[src/rtl/ccd_frame_capture_if.sv]
// ---------------------------------------------------------------------------
// ccd_frame_capture_if
// Signal bundle between the CCD sensor front end and the frame capture block.
//   Sensor side (driven by master, read by slave):
//     iDATA   raw 10-bit pixel
//     iFVAL   frame valid
//     iLVAL   line valid
//     iSTART  one-cycle capture start request
//     iEND    one-cycle capture stop request
//   Capture side (driven by slave, read by master):
//     oDATA        captured pixel
//     oDVAL        oDATA valid
//     oX_Cont      column of the pixel on oDATA
//     oY_Cont      row of the pixel on oDATA
//     oFrame_Cont  completed captured frames
//     oCAPTURING   high while capturing or draining
//     oLINE_ERR    sticky short-line flag
// ---------------------------------------------------------------------------
interface ccd_frame_capture_if #(
  parameter int XW = 11,
  parameter int FW = 32
);
  logic [9:0]    iDATA;
  logic          iFVAL;
  logic          iLVAL;
  logic          iSTART;
  logic          iEND;
  logic [9:0]    oDATA;
  logic          oDVAL;
  logic [XW-1:0] oX_Cont;
  logic [XW-1:0] oY_Cont;
  logic [FW-1:0] oFrame_Cont;
  logic          oCAPTURING;
  logic          oLINE_ERR;

  modport master (
    output iDATA, iFVAL, iLVAL, iSTART, iEND,
    input  oDATA, oDVAL, oX_Cont, oY_Cont, oFrame_Cont, oCAPTURING, oLINE_ERR
  );

  modport slave (
    input  iDATA, iFVAL, iLVAL, iSTART, iEND,
    output oDATA, oDVAL, oX_Cont, oY_Cont, oFrame_Cont, oCAPTURING, oLINE_ERR
  );
endinterface

[src/rtl/ccd_frame_capture.sv]
// ---------------------------------------------------------------------------
// ccd_frame_capture
// Front-end capture stage of the CCD camera path, feeding Bayer-to-RGB.
// Samples the raw sensor bus with FVAL/LVAL, gates capture on start/stop
// requests at whole-frame boundaries, and produces a pixel-valid strobe,
// X/Y coordinates (their parity drives demosaicing) and a frame counter.
// Ports:
//   iCLK  pixel clock
//   iRST  asynchronous active-low reset
//   bus   ccd_frame_capture_if.slave (sensor inputs, capture outputs)
// Latency from iDATA/iFVAL/iLVAL to oDATA/oDVAL is two cycles.
// ---------------------------------------------------------------------------
module ccd_frame_capture #(
  parameter int H_ACTIVE = 1280,
  parameter int XW       = 11,
  parameter int FW       = 32
) (
  input  logic                 iCLK,
  input  logic                 iRST,
  ccd_frame_capture_if.slave   bus
);

  localparam int DATA_W = 10;
  localparam logic [XW-1:0] X_LAST = XW'(H_ACTIVE - 1);

  typedef enum logic [1:0] {
    IDLE    = 2'd0,
    ARMED   = 2'd1,
    CAPTURE = 2'd2,
    DRAIN   = 2'd3
  } state_t;

  state_t state, state_nxt;

  logic [DATA_W-1:0] data_p0;
  logic              fval_p0, lval_p0;
  logic              fval_p1, lval_p1;

  logic              fs, fe, le;
  logic              start_req, end_req;
  logic              active, frame_inc, capt_state;
  logic              pix_vld;

  logic [XW-1:0]     x_cnt, y_cnt;
  logic              line_err;
  logic [FW-1:0]     frame_cnt;

  logic [DATA_W-1:0] data_p1;
  logic              vld_p1;
  logic [XW-1:0]     x_p1, y_p1;
  logic              capturing;

  // ---- stage 1: input registers and edge history ----
  always_ff @(posedge iCLK or negedge iRST) begin
    if (!iRST) begin
      data_p0 <= '0;
      fval_p0 <= 1'b0;
      lval_p0 <= 1'b0;
      fval_p1 <= 1'b0;
      lval_p1 <= 1'b0;
    end else begin
      data_p0 <= bus.iDATA;
      fval_p0 <= bus.iFVAL;
      lval_p0 <= bus.iLVAL;
      fval_p1 <= fval_p0;
      lval_p1 <= lval_p0;
    end
  end

  assign fs = fval_p0 & ~fval_p1;
  assign fe = ~fval_p0 & fval_p1;
  assign le = lval_p1 & ~lval_p0;

  // A stop request always beats a simultaneous start request.
  assign start_req = bus.iSTART & ~bus.iEND;
  assign end_req   = bus.iEND;

  // ---- control: state register ----
  always_ff @(posedge iCLK or negedge iRST) begin
    if (!iRST) state <= IDLE;
    else       state <= state_nxt;
  end

  // ---- control: next state ----
  always_comb begin
    state_nxt = state;
    case (state)
      IDLE:    if (start_req) state_nxt = ARMED;
      ARMED:   begin
                 if (end_req) state_nxt = IDLE;
                 else if (fs) state_nxt = CAPTURE;
               end
      CAPTURE: if (end_req) state_nxt = DRAIN;
      // Leaving on ~FVAL covers both the frame end and a drain entered
      // between frames, where there is nothing left to finish.
      DRAIN:   begin
                 if (start_req)     state_nxt = CAPTURE;
                 else if (!fval_p0) state_nxt = IDLE;
               end
      default: state_nxt = IDLE;
    endcase
  end

  // ---- control: outputs ----
  // The FS cycle in ARMED already counts as active so the very first pixel
  // of the frame is not lost when FVAL and LVAL rise together.
  always_comb begin
    active     = 1'b0;
    frame_inc  = 1'b0;
    capt_state = 1'b0;
    case (state)
      ARMED:   active = fs & ~end_req;
      CAPTURE: begin
                 active     = 1'b1;
                 frame_inc  = fe;
                 capt_state = 1'b1;
               end
      DRAIN:   begin
                 active     = 1'b1;
                 frame_inc  = fe;
                 capt_state = 1'b1;
               end
      default: ;
    endcase
  end

  assign pix_vld = fval_p0 & lval_p0 & active;

  // ---- control: coordinates, line error, frame count ----
  always_ff @(posedge iCLK or negedge iRST) begin
    if (!iRST) begin
      x_cnt     <= '0;
      y_cnt     <= '0;
      line_err  <= 1'b0;
      frame_cnt <= '0;
    end else begin
      if (!active || fe) begin
        x_cnt <= '0;
        y_cnt <= '0;
      end else if (pix_vld) begin
        if (x_cnt == X_LAST) begin
          x_cnt <= '0;
          y_cnt <= y_cnt + 1'b1;
        end else begin
          x_cnt <= x_cnt + 1'b1;
        end
      end else if (le && (x_cnt != '0)) begin
        x_cnt <= '0;
        y_cnt <= y_cnt + 1'b1;
      end

      if (active && le && (x_cnt != '0)) line_err <= 1'b1;
      else if (bus.iSTART)               line_err <= 1'b0;

      if (frame_inc) frame_cnt <= frame_cnt + 1'b1;
    end
  end

  // ---- stage 2: output registers ----
  always_ff @(posedge iCLK or negedge iRST) begin
    if (!iRST) begin
      data_p1   <= '0;
      vld_p1    <= 1'b0;
      x_p1      <= '0;
      y_p1      <= '0;
      capturing <= 1'b0;
    end else begin
      data_p1   <= (fval_p0 & lval_p0) ? data_p0 : '0;
      vld_p1    <= pix_vld;
      x_p1      <= x_cnt;
      y_p1      <= y_cnt;
      capturing <= capt_state;
    end
  end

  assign bus.oDATA       = data_p1;
  assign bus.oDVAL       = vld_p1;
  assign bus.oX_Cont     = x_p1;
  assign bus.oY_Cont     = y_p1;
  assign bus.oFrame_Cont = frame_cnt;
  assign bus.oCAPTURING  = capturing;
  assign bus.oLINE_ERR   = line_err;

endmodule

[src/flat_wrapper.sv]
// flat-port wrapper written by rule: the top's interface ports become plain ports
module ccd_frame_capture_flat 
#(
  parameter int H_ACTIVE = 1280,
  parameter int XW       = 11,
  parameter int FW       = 32
)
  (iCLK, iRST, bus_iDATA, bus_iFVAL, bus_iLVAL, bus_iSTART, bus_iEND, bus_oDATA, bus_oDVAL, bus_oX_Cont, bus_oY_Cont, bus_oFrame_Cont, bus_oCAPTURING, bus_oLINE_ERR);
  ccd_frame_capture_if #(.XW(XW), .FW(FW)) bus_i ();
  input  logic iCLK;
  input  logic iRST;
  input wire logic [$bits(bus_i.iDATA)-1:0] bus_iDATA;
  input wire logic [$bits(bus_i.iFVAL)-1:0] bus_iFVAL;
  input wire logic [$bits(bus_i.iLVAL)-1:0] bus_iLVAL;
  input wire logic [$bits(bus_i.iSTART)-1:0] bus_iSTART;
  input wire logic [$bits(bus_i.iEND)-1:0] bus_iEND;
  output wire logic [$bits(bus_i.oDATA)-1:0] bus_oDATA;
  output wire logic [$bits(bus_i.oDVAL)-1:0] bus_oDVAL;
  output wire logic [$bits(bus_i.oX_Cont)-1:0] bus_oX_Cont;
  output wire logic [$bits(bus_i.oY_Cont)-1:0] bus_oY_Cont;
  output wire logic [$bits(bus_i.oFrame_Cont)-1:0] bus_oFrame_Cont;
  output wire logic [$bits(bus_i.oCAPTURING)-1:0] bus_oCAPTURING;
  output wire logic [$bits(bus_i.oLINE_ERR)-1:0] bus_oLINE_ERR;
  assign bus_i.iDATA = bus_iDATA;
  assign bus_i.iFVAL = bus_iFVAL;
  assign bus_i.iLVAL = bus_iLVAL;
  assign bus_i.iSTART = bus_iSTART;
  assign bus_i.iEND = bus_iEND;
  assign bus_oDATA = bus_i.oDATA;
  assign bus_oDVAL = bus_i.oDVAL;
  assign bus_oX_Cont = bus_i.oX_Cont;
  assign bus_oY_Cont = bus_i.oY_Cont;
  assign bus_oFrame_Cont = bus_i.oFrame_Cont;
  assign bus_oCAPTURING = bus_i.oCAPTURING;
  assign bus_oLINE_ERR = bus_i.oLINE_ERR;
  ccd_frame_capture #(.H_ACTIVE(H_ACTIVE), .XW(XW), .FW(FW)) u_core (.iCLK(iCLK), .iRST(iRST), .bus(bus_i));
endmodule
[config.mk]
export PLATFORM = sky130hd
export DESIGN_NAME = ccd_frame_capture_flat
export DESIGN_NICKNAME = d
export VERILOG_FILES = /design/src/rtl/ccd_frame_capture_if.sv /design/src/rtl/ccd_frame_capture.sv /design/src/flat_wrapper.sv
export SDC_FILE = /design/constraint.sdc
export NUM_CORES = 1
export LEC_CHECK = 0
export ABC_CLOCK_PERIOD_IN_PS = 2090
export BUFFER_PORTS_ARGS = -buffer_cell sky130_fd_sc_hd__buf_4
export CAP_MARGIN = 40
export CORE_MARGIN = 2
export CORE_UTILIZATION = 43
export CTS_BUF_LIST = sky130_fd_sc_hd__clkbuf_8 sky130_fd_sc_hd__clkbuf_16
export CTS_CLUSTER_DIAMETER = 60
export CTS_CLUSTER_SIZE = 30
export DETAILED_ROUTE_END_ITERATION = 16
export MAX_ROUTING_LAYER = met4
export PLACE_DENSITY = 0.65
export SYNTH_ARGS = -nofsm -noshare
export SYNTH_HDL_FRONTEND = slang
export SYNTH_SLANG_ARGS = --single-unit
[constraint.sdc]
create_clock -name iCLK -period 2.09 [get_ports iCLK]
set_input_delay 0.418 -clock iCLK [delete_from_list [all_inputs] [get_ports iCLK]]
set_output_delay 0.418 -clock iCLK [all_outputs]
set_load 0.005 [all_outputs]
### Word-level counts from Yosys, hierarchy flattened

Index checks and enable logic that the tools add are counted.

* flip-flop bits (word level): 105
* input port bits: 16
* logic and storage cells: 71

* add/subtract/negate cells: 3
* equality and inequality tests: 9
* mux-type cells: 21
* bitwise operators: 11
* reduce and logical (&&, ||, !) cells: 12

Operators by type and width (count)
* $mux W11: 8
* $add A32 B1 Y32 const B: 1
* $add A11 B1 Y11 const B: 2
* $mux W2: 6
* $eq A11 B11 Y1 const B: 1
* $reduce_bool A11 Y1: 1
* $mux W10: 1
* $pmux W2 S4: 1
* $and A1 B1 Y1: 7
* $ne A3 B3 Y1 const B: 2
* $eq A2 B2 Y1 const B: 2
* $mux W1: 4
* $not A1 Y1: 4
* $reduce_and A4 Y1: 1
* $logic_and A1 B1 Y1: 3
* $ne A3 B2 Y1 const B: 1
* $reduce_bool A3 Y1: 1
* $eq A2 B1 Y1 const B: 1
* $logic_not A2 Y1: 1
* $ne A2 B1 Y1 const B: 1
* $ne A2 B2 Y1 const B: 1
* $pmux W1 S2: 1
* $reduce_and A2 Y1: 1
* $reduce_bool A2 Y1: 1
* other kinds (3): 3

### Logic depth before layout (Yosys ltp)

* depth in word-level cells: 8
* mapped depth: 8

### Worst setup path after synthesis

No wires, ideal clock.

* path type: register to register
* start point: register u_core.x_cnt[0]
* end point: register u_core.y_cnt[6]
* library setup time: 103 ps
* arrival: 1933 ps
* data required time: 1987 ps
* path slack: 53 ps
* cell stages (with the launch flop): 9
* buffers on the path: 1
* period minus slack after synthesis: 2037 ps
* path through: dfrtp_1 > inv_1 > ha_1 > nor4b_1 > a311oi_1 > o32ai_2 > or2_1 > buf_6 > o41ai_2

* cells in the longest elaborated chain, start to end: 4
* elaborated cells on any way between the ends: 6
* those cells by class: eq/ne (2); reduce/logical (4)

RTL lines
* from (decl): RTL line ccd_frame_capture.sv:44 `logic [XW-1:0] x_cnt, y_cnt;`
* from (signal assigned): RTL line ccd_frame_capture.sv:145 `x_cnt <= x_cnt + 1'b1;`
* $reduce_bool A11 Y1: RTL line ccd_frame_capture.sv:147 `end else if (le && (x_cnt != '0)) begin`
* $logic_and A1 B1 Y1: RTL line ccd_frame_capture.sv:147
* $reduce_bool A3 Y1 (no line)
* $reduce_and A2 Y1 (no line) (*)
* to (signal assigned): RTL line ccd_frame_capture.sv:143 `y_cnt <= y_cnt + 1'b1;`
* to (signal assigned): RTL line ccd_frame_capture.sv:149 `y_cnt <= y_cnt + 1'b1;`
* to (decl): RTL line ccd_frame_capture.sv:44

Every way passes the cells marked *; elsewhere a longest branch is shown, timed or not.
A chain may end at the register's enable or synchronous reset.

### Final worst setup path

Same ends and word-level chain as after synthesis.

==> flow_metrics.env <==
export IMPL_io_pin_count=83
export IMPL_synth_seq_cells=105
export IMPL_path_class="reg2reg"
export IMPL_routed_top_layer="met4"
export IMPL_drt_wirelength_per_cell_um=13.81
export IMPL_clk_pin_slew_worst_paths_ns=0.11
export IMPL_clk_latency_ns=0.36
export IMPL_dp_final_hpwl_um=5727
export IMPL_globalRouteTotalUtil_pct=16.70
export IMPL_dieWidth_um=101.9
export IMPL_drv_slew=0
export IMPL_syn_cell_area_mm2=0.004125
export IMPL_gp_congestion=0.8036
export IMPL_placed_area_mm2=0.005022
export IMPL_finalHoldViolCount=0
export IMPL_clock_fmax_ghz=0.5123
export IMPL_dieArea_mm2=0.01039
export IMPL_antenna_found_initial=0
export IMPL_clockRootBuffer="clkbuf_8"
export IMPL_slowest_stage="dfrtp_1"
export IMPL_yosysWarnings=0
export IMPL_fin_crit_sh_pct=93.39
export IMPL_yosysTopAreaCell="dfrtp_1"
export IMPL_cts_buffers=9
export IMPL_drc=0
export IMPL_wl_met1_um=3888
export IMPL_portBuffers=82
export IMPL_synth_ff_type="dfrtp_1"
export IMPL_cp_arrival_ns=2.21
export IMPL_num_rows=35
export IMPL_finalSetupTns_ns=0
export IMPL_finalClockSkew_ns=0.01408
export IMPL_clk_path_buf_depth=2
export IMPL_cp_required_ns=2.34
export IMPL_coreArea_mm2=0.009284
export IMPL_fin_nets=472
export IMPL_drtAntennaViolNets=0
export IMPL_grt_pass1_wl_um=13200
export IMPL_yosysMostFrequentCell="dfrtp_1"
export IMPL_yosysSeqAreaShare_pct=63.69
export IMPL_post_route_cells_drive_above_1_share_pct=28.88
export IMPL_endpoint_kind="flop"
export IMPL_cts_tree="built"
export IMPL_synth_area_leaders="dfrtp_1, xnor2_1, and3_1"
export IMPL_syn_mean_instance_area_um2=11.89
export IMPL_leakagePower_nw=2.632
export IMPL_synth_cells=347
export IMPL_fillers=842
export IMPL_wl_met3_um=355
export IMPL_slew_headroom_pct=71.75
export IMPL_finalNonFillerCells=586
export IMPL_path_max_fanout=10
export IMPL_slowest_delay_ns=0.38
export IMPL_h_tree_depth=3
export IMPL_layout_min_cycle_time_ns=1.952
export IMPL_cp_cell_sequence="buf_4 > ha_1 > nand4_1 > nor3_4 > o32ai_2 > or2_4 > o41ai_2"
export IMPL_clock_sinks=105
export IMPL_first_pass_iters=4
export IMPL_drv_cap=0
export IMPL_hold_path_class="in2reg"
export IMPL_vias_per_cell=4.974
export IMPL_synth_edf_count=0
export IMPL_wl_um=8094
export IMPL_async_reset_ff_share_pct=100.0
export IMPL_route_met2_wl_um=3771
export IMPL_outcome="finished, final reports clean"
export IMPL_ff2ff_path_depth=7
export IMPL_whs_path_depth=1
export IMPL_grt_max_degree=46
export IMPL_synth_top_area_share_pct=63.69
export IMPL_grt_pass1_vias=2755
export IMPL_ir_worst_vdd_v=0.0003322
export IMPL_overflow=0
export IMPL_setup_viol=0
export IMPL_start_kind="flop"
export IMPL_antennaDiodeCount=0
export IMPL_design_area_mm2=0.005235
export IMPL_synth_nets=367
export IMPL_synth_common_cells="dfrtp_1, nand2_1, xnor2_1"
export IMPL_initialDrtViolationCount=88
export IMPL_power_density_mw_per_mm2=806.5
export IMPL_dpl_cell_count=568
export IMPL_die_height_um=101.9
export IMPL_tightest_slew_ns=0.4237
export IMPL_synth_cell_type_count=41
export IMPL_start_util_pct=44.43
export IMPL_dr_total_vias=2915
export IMPL_synthToLayoutAreaGrowth_pct=26.90
## worst paths after layout
| kind | from | endpoint | slack, ns |
|---|---|---|---|
| setup / recovery | u_core.x_cnt[0]$_DFFE_PN0P_ | u_core.y_cnt[6]$_DFFE_PN0P_ | 0.14 |
| hold / removal | bus_iDATA[7] | u_core.data_p0[7]$_DFF_PN0_ | 0.15 |
| setup reg to reg | u_core.x_cnt[0]$_DFFE_PN0P_ | u_core.y_cnt[6]$_DFFE_PN0P_ | 0.14 |
| hold reg to reg | u_core.y_cnt[10]$_DFFE_PN0P_ | u_core.bus.oY_Cont[10]$_DFF_PN0_ | 0.42 |
| max in group asynchronous | iRST | u_core.x_cnt[6]$_DFFE_PN0P_ | 1.04 |
| min in group asynchronous | iRST | u_core.bus.oDATA[2]$_DFF_PN0_ | 0.48 |
## cells in the final DEF, fill, tap and decap left out, drive strengths merged, types with 2 or more instances in the layout
| cell type | netlist | layout |
|---|---|---|
| a31oi | 5 | 5 |
| nor3b | 2 | 2 |
| nand3 | 18 | 18 |
| clkbuf | 9 | 9 |
| clkinv | 0 | 3 |
| a22o | 4 | 4 |
| and3 | 21 | 21 |
| xnor2 | 23 | 23 |
| nand4 | 8 | 8 |
| a21o | 2 | 2 |
| a22oi | 2 | 2 |
| nor2 | 21 | 21 |
| nor3 | 10 | 10 |
| o21ai | 25 | 25 |
| xor2 | 10 | 10 |
| nand2b | 3 | 3 |
| dfrtp | 105 | 105 |
| nand2 | 30 | 30 |
| o31ai | 6 | 6 |
| clkinvlp | 0 | 2 |
| mux2 | 2 | 2 |
| and2 | 5 | 5 |
| buf | 2 | 104 |
| ha | 4 | 4 |
| and4 | 4 | 4 |
| inv | 10 | 12 |
| nor2b | 3 | 3 |
| o41ai | 3 | 3 |
## final cells by class
type | instances | area [um^2] | share of cell area [%]
clock inverter | 7 | 53.80 | 1.028
sequential | 105 | 2628 | 50.19
clock buffer | 9 | 123.9 | 2.366
tap | 129 | 161.4 | 3.083
inverter | 10 | 37.54 | 0.7170
timing repair buffer | 105 | 803.3 | 15.34
multi-input combinational | 221 | 1428 | 27.27
## power by group
part / internal [mW] / switching (mW)
combinational: 0.382 / 0.385
sequential: 2.18 / 0.125
clock: 0.444 / 0.706
## routing by layer
| metal | up-vias | GRT usage (%) |
|---|---|---|
| met5 | - | - |
| met4 | 0 | 5.231 |
| met3 | 8 | 3.352 |
| met2 | 65 | 25.40 |
| met1 | 1430 | 22.76 |
| li1 | 1412 | - |
## logic make-up after synthesis
| logic type | after synthesis | share of synthesized area, % |
|---|---|---|
| AO/OA/AOI/OAI | 51 | 8.644 |
| buffers and inverters | 21 | 2.123 |
| AND/OR/NAND/NOR | 130 | 16.53 |
| flip-flops | 105 | 63.69 |
| multiplexers | 3 | 0.7886 |
| adder cells (fa/ha/maj) | 4 | 1.213 |
| XOR/XNOR | 33 | 7.006 |
## worst max-delay path, delay by kind of cell, from the launching register on
kind                     cells  cell delay (ns)
AO/OA/AOI/OAI                2             0.44
adder cells (fa/ha/maj)      1             0.17
buffers and inverters        1             0.14
flip-flops                   1             0.38
AND/OR/NAND/NOR              3             0.73
## through the flow
step	utilization [%]	hold slack (ns)	total power [mW]	setup slack [ns]
floorplan	-	0.1224	2.722	0.05310
global placement	54.10	0.3347	3.078	0.02825
detailed placement	54.10	0.3364	3.094	-0.03569
CTS	56.15	0.1359	4.269	0.09134
global route	56.39	0.1308	4.464	-0.006203
finish	56.39	0.1522	4.222	0.1382
## state kept, by name, indices dropped and copies added (netlist names)
signal,cells
u_core.bus.oFrame_Cont,32
u_core.bus.oX_Cont,11
u_core.state,2
u_core.data_p0,10
u_core.bus.oDATA,10
u_core.fval_p0,1
u_core.y_cnt,11
u_core.x_cnt,11
u_core.bus.oDVAL,1
u_core.lval_p0,1
u_core.bus.oY_Cont,11
u_core.fval_p1,1
u_core.bus.oCAPTURING,1
u_core.bus.oLINE_ERR,1
u_core.lval_p1,1
## what timing repair did
action,4_1_cts,5_1_grt
hold buffers,1,0
setup buffers,0,1
pin swaps,1,0
gates resized for setup,1,4
endpoints found under the setup margin,2,15
hold endpoints to repair,22,0
No activity file was read; power rests on OpenSTA's default activity.
